`config.mk`:
```
export PLATFORM = sky130hd
export DESIGN_NAME = alu_control_seq
export DESIGN_NICKNAME = d
export VERILOG_FILES = /design/src/rtl/alu_control_seq.sv
export SDC_FILE = /design/constraint.sdc
export NUM_CORES = 1
export LEC_CHECK = 0
export CORE_MARGIN = 2
export CORE_UTILIZATION = 45
export DETAILED_ROUTE_END_ITERATION = 7
export GPL_TIMING_DRIVEN = 0
export PLACE_DENSITY = 0.81
export SYNTH_ARGS = -nofsm -noshare
export SYNTH_HDL_FRONTEND = slang
export SYNTH_SLANG_ARGS = --single-unit
```
`constraint.sdc`:
```
create_clock -name Clk -period 5 [get_ports Clk]
set_clock_uncertainty 0.2 [all_clocks]
set_input_delay 0.75 -clock Clk [delete_from_list [all_inputs] [get_ports Clk]]
set_output_delay 0.75 -clock Clk [all_outputs]
set_load 0.1 [all_outputs]
```
`src/rtl/alu_control_seq.sv`:
```
`default_nettype none
// ============================================================================
// Module   : alu_control_seq
// Brief    : Registered ALU-control decoder with MULT/DIV start/stall sequencing.
//            Optional illegal-Funct trap enabled by defining ALU_CTRL_TRAP_EN.
// Revision : 1.0 - initial release
// ============================================================================
module alu_control_seq #(
    parameter int CTRL_W     = 4,
    parameter int MUL_CYCLES = 4,
    parameter int DIV_CYCLES = 32
) (
    input  logic              Clk,
    input  logic              Rst,
    input  logic              Valid,
    input  logic [1:0]        ALUOp,
    input  logic [5:0]        Funct,
    output logic [CTRL_W-1:0] ALUControl,
    output logic              CtrlValid,
    output logic              MDUStart,
    output logic [1:0]        MDUOp,
    output logic              Stall,
    output logic              Illegal
);

    localparam logic [3:0] c_AND = 4'b0000;
    localparam logic [3:0] c_OR  = 4'b0001;
    localparam logic [3:0] c_ADD = 4'b0010;
    localparam logic [3:0] c_XOR = 4'b0011;
    localparam logic [3:0] c_SLL = 4'b0100;
    localparam logic [3:0] c_SRL = 4'b0101;
    localparam logic [3:0] c_SUB = 4'b0110;
    localparam logic [3:0] c_SLT = 4'b0111;
    localparam logic [3:0] c_NOR = 4'b1100;
    localparam logic [3:0] c_SRA = 4'b1101;

    localparam logic [1:0] c_IDLE = 2'd0;
    localparam logic [1:0] c_BUSY = 2'd1;
    localparam logic [1:0] c_TRAP = 2'd2;

`ifdef ALU_CTRL_TRAP_EN
    localparam bit c_TRAP_EN = 1'b1;
`else
    localparam bit c_TRAP_EN = 1'b0;
`endif

    // Counter holds N-1 at most, so clog2 of the longest op is enough.
    localparam int c_MAX_CYC = (MUL_CYCLES > DIV_CYCLES) ? MUL_CYCLES : DIV_CYCLES;
    localparam int c_CNT_W   = (c_MAX_CYC > 1) ? $clog2(c_MAX_CYC) : 1;
    localparam logic [c_CNT_W-1:0] c_MUL_LOAD = c_CNT_W'(MUL_CYCLES - 1);
    localparam logic [c_CNT_W-1:0] c_DIV_LOAD = c_CNT_W'(DIV_CYCLES - 1);

    logic [1:0]         r_state;
    logic [1:0]         w_state_nxt;
    logic [c_CNT_W-1:0] r_cnt;
    logic [3:0]         r_alu_ctrl;
    logic               r_ctrl_valid;
    logic               r_mdu_start;
    logic [1:0]         r_mdu_op;

    logic [3:0]         w_op;
    logic               w_is_mdu;
    logic               w_bad;
    logic               w_accept;
    logic               w_trap;

    // Funct is only consulted for R-type; other ALUOp codes map directly.
    always_comb begin
        w_op     = c_ADD;
        w_is_mdu = 1'b0;
        w_bad    = 1'b0;
        case (ALUOp)
            2'b00: w_op = c_ADD;
            2'b01: w_op = c_SUB;
            2'b11: w_op = c_OR;
            default: begin
                case (Funct)
                    6'b100000, 6'b100001: w_op = c_ADD;
                    6'b100010, 6'b100011: w_op = c_SUB;
                    6'b100100:            w_op = c_AND;
                    6'b100101:            w_op = c_OR;
                    6'b100110:            w_op = c_XOR;
                    6'b100111:            w_op = c_NOR;
                    6'b101010, 6'b101011: w_op = c_SLT;
                    6'b000000:            w_op = c_SLL;
                    6'b000010:            w_op = c_SRL;
                    6'b000011:            w_op = c_SRA;
                    6'b011000, 6'b011001,
                    6'b011010, 6'b011011: w_is_mdu = 1'b1;
                    default:              w_bad = 1'b1;
                endcase
            end
        endcase
    end

    assign w_accept = (r_state == c_IDLE) && Valid;
    assign w_trap   = w_bad && c_TRAP_EN;

    // State register and datapath registers
    always_ff @(posedge Clk) begin
        if (Rst) begin
            r_state      <= c_IDLE;
            r_cnt        <= '0;
            r_alu_ctrl   <= 4'b0000;
            r_ctrl_valid <= 1'b0;
            r_mdu_start  <= 1'b0;
            r_mdu_op     <= 2'b00;
        end else begin
            r_state      <= w_state_nxt;
            r_ctrl_valid <= 1'b0;
            r_mdu_start  <= 1'b0;
            if (w_accept) begin
                if (w_is_mdu) begin
                    r_ctrl_valid <= 1'b1;
                    r_mdu_start  <= 1'b1;
                    r_mdu_op     <= Funct[1:0];
                    r_cnt        <= Funct[1] ? c_DIV_LOAD : c_MUL_LOAD;
                end else if (!w_trap) begin
                    r_ctrl_valid <= 1'b1;
                    r_alu_ctrl   <= w_op;
                end
            end else if (r_state == c_BUSY && r_cnt != '0) begin
                r_cnt <= r_cnt - 1'b1;
            end
        end
    end

`ifdef ALU_CTRL_TRAP_EN
    logic r_illegal;

    always_ff @(posedge Clk) begin
        if (Rst) begin
            r_illegal <= 1'b0;
        end else if (w_accept && w_trap) begin
            r_illegal <= 1'b1;
        end
    end

    assign Illegal = r_illegal;
`else
    assign Illegal = 1'b0;
`endif

    // Next-state logic; N=1 still spends one cycle in BUSY so Stall lasts N cycles.
    always_comb begin
        w_state_nxt = r_state;
        case (r_state)
            c_IDLE: begin
                if (Valid) begin
                    if (w_is_mdu) begin
                        w_state_nxt = c_BUSY;
                    end else if (w_trap) begin
                        w_state_nxt = c_TRAP;
                    end
                end
            end
            c_BUSY: begin
                if (r_cnt == '0) begin
                    w_state_nxt = c_IDLE;
                end
            end
            c_TRAP:  w_state_nxt = c_TRAP;
            default: w_state_nxt = c_IDLE;
        endcase
    end

    // Output logic
    always_comb begin
        ALUControl      = '0;
        ALUControl[3:0] = r_alu_ctrl;
        CtrlValid       = r_ctrl_valid;
        MDUStart        = r_mdu_start;
        MDUOp           = r_mdu_op;
        Stall           = (r_state == c_BUSY);
    end

endmodule
`default_nettype wire

```
Word level (Yosys, flattened, before mapping)
Index checks and enable logic that the tools add are counted.
W data, S select, Z words.
{"block": "totals", "ff_bits": 15}
{"block": "classes", "n_addsub": 1, "eq_ne": 22, "mux": 14, "n_bitwise": 2, "reduce_logical": 17}
{"op": "$eq A6 B6 Y1 const B", "n": 8}
{"op": "$pmux W4 S9", "n": 1}
{"op": "$eq A6 B5 Y1 const B", "n": 4}
{"op": "$mux W5", "n": 4}
{"op": "$eq A6 B2 Y1 const B", "n": 2}
{"op": "$pmux W4 S3", "n": 1}
{"op": "$logic_not A6 Y1", "n": 1}
{"op": "$mux W2", "n": 3}
{"op": "$ne A2 B2 Y1 const B", "n": 3}
{"op": "$pmux W2 S3", "n": 1}
{"op": "$reduce_and A2 Y1", "n": 3}
{"op": "$reduce_or A2 Y1", "n": 3}
{"op": "$logic_not A5 Y1", "n": 1}
{"op": "$reduce_bool A5 Y1", "n": 1}
{"op": "$sub A5 B1 Y5 const B", "n": 1}
{"op": "$eq A2 B1 Y1 const B", "n": 2}
{"op": "$eq A2 B2 Y1 const B", "n": 2}
{"op": "$logic_not A2 Y1", "n": 2}
{"op": "$mux W1", "n": 4}
{"op": "$reduce_or A4 Y1", "n": 1}
{"op": "$reduce_and A3 Y1", "n": 1}
{"op": "$reduce_or A3 Y1", "n": 1}
{"op": "$logic_and A1 B1 Y1", "n": 2}
{"op": "$ne A2 B1 Y1 const B", "n": 1}
{"op": "2 further kinds", "n": 3}

Longest topological paths before layout
Gate-level depths: netlist of the first run.
{"block": "logic_depth", "word_depth": 7, "depth_mapped": 6, "depth_no_buf": 6}

Least setup slack after synthesis of the first run
No wires, ideal clock.
{"block": "synth_timing", "kind": "input to register", "from": "input port Valid", "to": "register r_cnt[2]", "setup_ps": 58, "arrival_time_ps": 1937, "slack_ps": 2804, "cell_stages": 5, "path_buffers": 1, "cell_sequence": "or3b_4 > or3_1 > buf_2 > a221oi_2 > a31o_1"}
{"block": "synth_via", "elab_chain_cells": 3, "word_cells_on_any_way": 5}
{"element": "start, declared", "line": "15", "text": "input logic Valid,"}
{"element": "$logic_and A1 B1 Y1 (*)", "line": "96", "text": "assign w_accept = (r_state == c_IDLE) && Valid;"}
{"element": "$ne A2 B2 Y1 (no source line) / $reduce_bool A2 Y1 (equally long branches)"}
{"element": "$reduce_and A2 Y1 (no source line)"}
{"element": "end signal, assigned", "line": "117", "text": "r_cnt <= Funct[1] ? c_DIV_LOAD : c_MUL_LOAD;"}
{"element": "end signal, assigned", "line": "123", "text": "r_cnt <= r_cnt - 1'b1;"}
{"element": "end, declared", "line": "55", "text": "logic [c_CNT_W-1:0] r_cnt;"}
Mark *: on every way between the ends. The rest lies on a longest branch, timed or not.
A chain may end at the register's enable or synchronous reset.

Final worst setup path of the first run
{"block": "layout_timing", "from": "register r_state[0]", "to": "output port Stall"}
{"block": "layout_via", "elab_chain_cells": 1}
{"element": "start, declared", "line": "53", "text": "logic [1:0] r_state;"}
{"element": "start signal, assigned", "line": "102", "text": "r_state <= c_IDLE;"}
{"element": "start signal, assigned", "line": "109", "text": "r_state <= w_state_nxt;"}
{"element": "$eq A2 B1 Y1", "line": "174", "text": "Stall = (r_state == c_BUSY);"}
{"element": "end, declared", "line": "22", "text": "output logic Stall,"}
Every way passes these cells.

==> metrics, run 1 <==
slew margin rel.=0.351; switch share=0.311; Layout Cells excl Fill=149; Max Cap Viol=0; post-CTS sizing=0; worst hold slack=about 0.26 ns; Placer Congestion=between 0.8 and 0.9; final setup margin=1.87 ns; core area=1750 µm²; Congestion Overflow GR=0; largest net degree at the start of global routing=11; Fin. Hold Viols=0; Final setup viols=0; worst slew pin tran=0.971 ns; total setup buffers inserted after CTS=0; Seq pwr share=0.489; cell count after synthesis=between 100 and 150; pre-CTS WS=2.19 ns; Synth cell types=44; worst min path class=flip-flop to flip-flop; internal power=0.173 mW; top cell type's share of synthesized area=0.356; Fmax=0.320 GHz; vias per cell=5.57; Final Core Density=0.626; initial DRC count=15; compound-cell area share of the yosys netlist=0.252; post-synthesis cell area=845 µm²; io pins=21; DRT Wirelength=1930 µm; share of async-settable or async-resettable flops after synthesis=0; Buffers on Ports=19; most frequent cells in the layout=19 x clkdlybuf4s50_1, 15 x dfxtp_1, 11 x nor2_1, 8 x nand2_1, 7 x inv_1; Synth area leaders=dfxtp_1 36%, nor2_1 4.9%, nand2_1 3.6%; DP Cell Count=145; chip height=between 40 and 50 µm; Root Driver=clkbuf_4; Post-Synth Adder-Cell Area=0.0296; GRT Util Overall=0.209; worst skew pair latency=about 0.30 ns; area of placed instances=1070 µm²; Peak VDD IR=0.123 mV; Setup crit end kind=output pin; Yosys reg bits=15; outcome=completed; global-route wire length before repair=about 3300 µm; Net Sw Power=0.0781 mW; leading area contributor after synthesis=dfxtp_1; leak pwr=0.403 nW; Tot Pwr=0.251 mW; Worst-path clk slew=0.09 ns; Worst setup SP type=flip-flop; CTS tree=done; Final ANT Viol Nets=0; initial antenna violation count=0; period utilization=0.625; post-synthesis mux area share=0.0119; DR pass1 iterations=4; PwrDens=about 230 nW/µm²; dpl hpwl=1440 µm; Num CTS Buffers=3; Setup TNS Final=0 ns; Final Max Tran Viols=0; number of flops mapped to enable cells by yosys=0; main combinational cell family by area after synthesis=simple AND/OR/NAND/NOR gates; Die Footprint=roughly 2200 µm²; syn_area_per_cell=~8.4 µm²; Die Width=between 40 and 50 µm; most common cell after layout, fill and taps aside=clkdlybuf4s50_1; CP Data Required Time=4.05 ns; RSZ-0062 raised after global routing=false; routed vias=830; H-tree Lvls=1; Synth Area in Simple Gates=0.286; combinational share of power=0.226; Post-CTS Hold Fix Bufs=0; xor/xnor cell area share of the yosys netlist=0.0104; initial core utilization=0.484; FP Rows=15; Final Critical Period=around 3.1 ns; Worst Path Arrival=2.18 ns; maximum buffer depth of the clock tree=2; yosys warns=0; post-synthesis sequential area ratio=0.356; post-route cell area=1090 µm²; Clock Sinks=15; NumNets Final=138; vias in the first global route=727; prevailing post-synth register cell=dfxtp_1; Syn Nets=114; critical path class=flip-flop to output pin; routed len/inst=12.9 µm; antenna cells=0; Post-route DRC=0; layout cell share with drive strength beyond 1=0.0887; Clk pwr share=0.285; crit path max fanout=5; Area Overhead vs Synth=29.3%
==> Yosys cell counts (2+ instances only) <==
library cell and instances:
nand2b_1 4, nor3_1 3, nor4b_1 2, nor3b_1 2, dfxtp_1 15, or3_1 2
nor2_1 11, o21ai_0 2, a31oi_1 2, inv_1 7, o22ai_1 2, nor2b_1 3
nand2_1 8, a21oi_1 5, o211ai_1 2, ha_1 2, o21a_1 2
==> path summary, 6_finish.rpt <==
path / from / end / slack, ns / cells past startpoint
min: MDUOp[1] / MDUOp[1] / 0.26 / 2
max: r_state[0] / Stall / 1.87 / 3
min reg2reg: MDUOp[1] / MDUOp[1] / 0.26 / 2
max reg2reg: r_state[0] / r_cnt[3] / 3.02 / 4
==> power groups by stage <==
stage | logic, mW | clock network, mW | registers, mW
finish | 0.0568 | 0.0717 | 0.123
global placement | 0.0556 | 0 | 0.126
floorplan | 0.0208 | 0 | 0.141
global route | 0.0605 | 0.0797 | 0.123
CTS | 0.0566 | 0.0734 | 0.123
detailed placement | 0.0563 | 0 | 0.126
==> state kept, by name, summed over array words and instances, names as in the netlist <==
register    cells
r_state         2
CtrlValid       1
MDUStart        1
MDUOp           2
r_cnt           5
ALUControl      4
==> kinds of logic (layout without fill, tap and decap cells) <==
group,after synthesis,in the layout
flip-flops,15,15
AND/OR/NAND/NOR,43,43
AO/OA/AOI/OAI,28,28
XOR/XNOR,1,1
buffers and inverters,10,33
adder cells (fa/ha/maj),2,2
multiplexers,1,1
other,1,1
==> per-layer routing <==
layer,track usage,part of all wire
met1,0.281,0.45
met2,0.314,0.47
met3,0.0692,0.067
met4,0.0667,0.013
met5,0,0
==> critical path, stage by stage, from the launching register on <==
cell	delay, ns
dfxtp_1	0.39
or2b_1	0.28
inv_1	0.08
clkdlybuf4s50_1	1.13
==> cell type report <==
type                       instances  area (µm²)
fill                             154         653
multi-input combinational         76         502
sequential                        15         300
timing repair buffer              19         190
tap                               25        31.3
clock buffer                       4        26.3
inverter                           7        26.3
buffer                             3        16.3
Note: power is estimated with default switching activity, not from simulation.
==> run 2, diff against run 1 <==
--- a/config.mk
+++ b/config.mk
@@ -6,7 +6,7 @@
 export NUM_CORES = 1
 export LEC_CHECK = 0
 export CORE_MARGIN = 2
-export CORE_UTILIZATION = 45
+export CORE_UTILIZATION = 43
 export DETAILED_ROUTE_END_ITERATION = 7
 export GPL_TIMING_DRIVEN = 0
 export PLACE_DENSITY = 0.81
==> constraint.sdc (replaced) <==
create_clock -name Clk -period 2.65 [get_ports Clk]
set_clock_uncertainty 0.2 [all_clocks]
set_input_delay 0.3975 -clock Clk [delete_from_list [all_inputs] [get_ports Clk]]
set_output_delay 0.3975 -clock Clk [all_outputs]
set_load 0.1 [all_outputs]
==> metrics, run 2 (synthesis gave the netlist of run 1 again) <==
outcome=completed (unchanged); worst skew pair latency=0.29 ns (was 0.30 ns); GRT busiest layer=met2 (unchanged); routed vias=829 (was 830); FP Rows=16 (was 15); Final Max Tran Viols=0 (unchanged); Final Critical Period=2.47 ns; Worst-path clk slew=0.08 ns (was 0.09 ns); worst min path class=flip-flop to flip-flop (unchanged); most common cell after layout, fill and taps aside=clkdlybuf4s50_1 (unchanged); routed len/inst=12.2 µm (was 12.9 µm); crit path max fanout=5 (unchanged); Worst Path Arrival=1.88 ns (was 2.18 ns); worst slew pin tran=0.974 ns (was 0.971 ns); initial core utilization=0.444 (was 0.484); vias per cell=5.49 (was 5.57); Buffers on Ports=19 (unchanged); H-tree Lvls=1 (unchanged); Root Driver=clkbuf_4 (unchanged); max reg flops=5 (unchanged); grt met2 use=0.292 (was 0.314); Final ANT Viol Nets=0 (unchanged); core area=1900 µm² (was 1750 µm²); Peak VDD IR=0.281 mV (was 0.123 mV); DR pass1 iterations=4 (unchanged); initial antenna violation count=0 (unchanged); DRT Wirelength=1840 µm (was 1930 µm); Die Width=48.3 µm (was 47.3 µm); Fin. Hold Viols=0 (unchanged); Global Route met1 Usage=0.222 (was 0.281); period utilization=0.934; antenna cells=0 (unchanged); io pins=21 (unchanged); chip height=48.3 µm (was 47.3 µm); Congestion Overflow GR=0 (unchanged); Placer Congestion=0.800 (was 0.854); layout cell share with drive strength beyond 1=0.0887 (unchanged); critical path class=flip-flop to output pin (unchanged); Fmax=just over 0.4 GHz; leak pwr=0.408 nW (was 0.403 nW); GRT met3 Usage=0.0463 (was 0.0692); GRT Util Overall=0.173 (was 0.209); dpl hpwl=1410 µm (was 1440 µm); Max Cap Viol=0 (unchanged); global-route wire length before repair=3280 µm (was 3260 µm); Largest Register=r_cnt (unchanged); slew margin rel.=0.349 (was 0.351); RSZ-0062 raised after global routing=false (unchanged); Final Core Density=0.575 (was 0.626); Worst setup SP type=flip-flop (unchanged); vias in the first global route=763 (was 727); PwrDens=427 nW/µm² (was 230 nW/µm²); Clock Sinks=15 (unchanged); Setup TNS Final=0 ns (unchanged); Post-route DRC=0 (unchanged); Final setup viols=0 (unchanged); worst hold slack=0.257 ns (was 0.256 ns); Die Footprint=2330 µm² (was 2240 µm²); most frequent cells in the layout=18 x clkdlybuf4s50_1, 15 x dfxtp_1, 11 x nor2_1, 8 x nand2_1, 7 x inv_1 (was 19 x clkdlybuf4s50_1, 15 x dfxtp_1, 11 x nor2_1, 8 x nand2_1, 7 x inv_1); Post-CTS Hold Fix Bufs=0 (unchanged); CTS tree=done (unchanged); Num CTS Buffers=3 (unchanged); maximum buffer depth of the clock tree=2 (unchanged); Setup crit end kind=output pin (unchanged); CP Data Required Time=2.05 ns (was 4.05 ns); largest net degree at the start of global routing=11 (unchanged); initial DRC count=34 (was 15); # fillers=178 (was 154); Area Overhead vs Synth=29.5% (was 29.3%); NumNets Final=138 (unchanged)
-- run 2: what timing repair did --
item	in CTS	in global routing
buffers inserted	0	0
hold endpoints to repair	0	0
endpoints found under the setup margin	1	0
resized for setup	1	0
-- run 2: stage by stage --
step / std cells / cell area, µm² / total power, mW / worst slack (ns)
2_1_floorplan: 101 / 845 / 0.305 / 0.533
3_3_place_gp: 147 / 1070 / 0.341 / 0.199
3_5_place_dp: 147 / 1070 / 0.343 / 0.167
4_1_cts: 151 / 1090 / 0.470 / 0.171
5_1_grt: 151 / 1090 / 0.491 / 0.101
6_report: 151 / 1090 / 0.467 / 0.175
-- run 2: area by class of cell --
cell class	count	area [µm²]	area share
flip-flops and latches	15	300	0.275
plain buffers	3	16.3	0.0149
multi-input cells	76	502	0.459
inverters	7	26.3	0.0240
well taps	27	33.8	0.0309
clock buffers	4	26.3	0.0240
repair buffers	19	189	0.173
-- run 2: metal layers --
metal | routed length [µm] | up-vias
met3 | 106 | 4
met5 | 0 | -
met1 | 842 | 380
li1 | - | 417
met4 | 17 | 0
met2 | 875 | 28
-- run 2: critical path: stages, from the launching register on --
cell and delay (ns):
dfxtp_1 0.39, or2b_1 0.27, inv_1 0.08, dlygate4sd2_1 0.85
-- run 2: report_power, final --
| part | internal [mW] | switching, mW | leakage [nW] |
|---|---|---|---|
| clock | 0.0585 | 0.0698 | 0.0150 |
| sequential | 0.230 | 0.00208 | 0.122 |
| combinational | 0.0383 | 0.0682 | 0.271 |
-- run 2: path summary, 6_finish.rpt --
check / start / to / slack, ns / cells past startpoint
max: r_state[0] / Stall / 0.18 / 3
min: MDUOp[1] / MDUOp[1] / 0.26 / 2
max reg2reg: r_state[0] / r_cnt[1] / 0.64 / 4
min reg2reg: MDUOp[1] / MDUOp[1] / 0.26 / 2
==> edit: new RTL, config.mk and constraints of run 2 <==
Change the localparam `c_TRAP_EN` from 1'b0 to 1'b1.
--- a/src/rtl/alu_control_seq.sv
+++ b/src/rtl/alu_control_seq.sv
@@ -41,7 +41,7 @@
 `ifdef ALU_CTRL_TRAP_EN
     localparam bit c_TRAP_EN = 1'b1;
 `else
-    localparam bit c_TRAP_EN = 1'b0;
+    localparam bit c_TRAP_EN = 1'b1;
 `endif
 
     // Counter holds N-1 at most, so clog2 of the longest op is enough.
Formal check against the unedited RTL: not equivalent (Yosys sat finds a counterexample within 4 cycles, from zero or initial values and one cycle with Rst high).
==> edit against run 2 <==
Worst setup slack better by 0.088 ns. Sequential cell count is the same. Global-route usage increased by 0.53 points. Synthesized cell count up 13%. Synthesized area rose by 15%. Total power is 3.7% higher. Wire length increased by 12%. Core utilization down 2.4 points. Combinational power rose by 17%. Final area grew 9.3%. Largest cell class unchanged. Largest power group unchanged.
==> edit: results <==
{
  "outcome": "completed",
  "clock_path_buffers": 2,
  "gr-usage-met2_pct": 33.33,
  "drtIter0Drc": 21,
  "drive_above_1_share_pct": 16.42,
  "dp_hpwl_microns": 1696,
  "synthDistinctLibCells": 45,
  "synth.area.top_cells": "dfxtp_1, nor2_1, a21oi_1",
  "r2r-start": "r_cnt[0]",
  "portBuffers": 16,
  "p_leak_uw": 0.0004566,
  "vdd_ir_drop_max_v": 0.0001883,
  "min-delay-start": "Funct[1]",
  "clk_latency_ns": 0.27,
  "regMostFlops": "r_cnt",
  "grt_usage_pct": 17.82,
  "viasPerCell": 5.500,
  "min_path_type": "in2reg",
  "grt_pass1_wl_microns": 3608,
  "grt_util_met1_pct": 19.68,
  "slowest_stage": "dlygate4sd2_1",
  "ys_seq_area_share_pct": 30.81,
  "worstPathArrival_ns": 1.79,
  "dp_worst_setup_slack_ns": 0.2701,
  "placed_area_sq_um": 1170,
  "worst_pin_slew_ns": 0.9659,
  "place.gp.congestion": 0.8790,
  "clkTransAtPathRegs_ns": 0.08,
  "postSynthCellCount": 114,
  "grt_pass1_vias": 872,
  "wl_per_cell_microns": 12.75,
  "fin_nets": 148,
  "crit_fanout": 4,
  "synthTopCellsByCount": "dfxtp_1, nor2_1, nand2_1, a21oi_1, inv_1",
  "final_cells": 162,
  "use_met3_pct": 1.724,
  "syn_nets": 127
}
-- edit: worst paths after layout --
| kind | slack (ns) | end | cells after the start |
|---|---|---|---|
| worst min-delay path | 0.25 | MDUOp[1] | 3 |
| worst max register to register | 0.87 | r_cnt[4] | 7 |
| worst max-delay path | 0.26 | Stall | 2 |
| worst min register to register | 0.27 | ALUControl[0] | 2 |
-- edit: kinds of logic (layout without fill, tap and decap cells) --
| family | after synthesis | after routing | share of synthesized area [%] |
|---|---|---|---|
| XOR/XNOR | 2 | 2 | 1.798 |
| flip-flops | 15 | 15 | 30.81 |
| multiplexers | 2 | 2 | 2.054 |
| adder cells (fa/ha/maj) | 2 | 2 | 2.567 |
| AO/OA/AOI/OAI | 33 | 33 | 28.11 |
| other | 1 | 1 | 0.3847 |
| buffers and inverters | 11 | 31 | 5.134 |
| AND/OR/NAND/NOR | 48 | 48 | 29.14 |
-- edit: metal layers --
layer / vias up / routed length (microns) / part of all wire [%]
met5: - / 0 / 0
met4: 0 / 42 / 2.0
met3: 4 / 47 / 2.3
met2: 16 / 1073 / 52
met1: 420 / 901 / 44
li1: 451 / - / -
-- edit: final cells by class --
class,count,area [sq um]
Fill cell,225,974.7
Multi-Input combinational cell,88,624.3
Sequential cell,15,300.3
Timing Repair Buffer,16,158.9
Tap cell,28,35.03
Buffer,5,27.53
Clock buffer,4,26.28
Inverter,6,22.52
-- edit: repair_timing --
action,in CTS,in global routing
setup endpoints to repair,1,0
gates resized for setup,1,0
endpoints found under the hold margin,0,0
buffers inserted,0,0
-- edit: where the power goes --
part           total, uW  switching [uW]  internal, uW
Sequential           234            3.92           231
Combinational        124            79.9          44.2
Clock                125            67.2          58.2
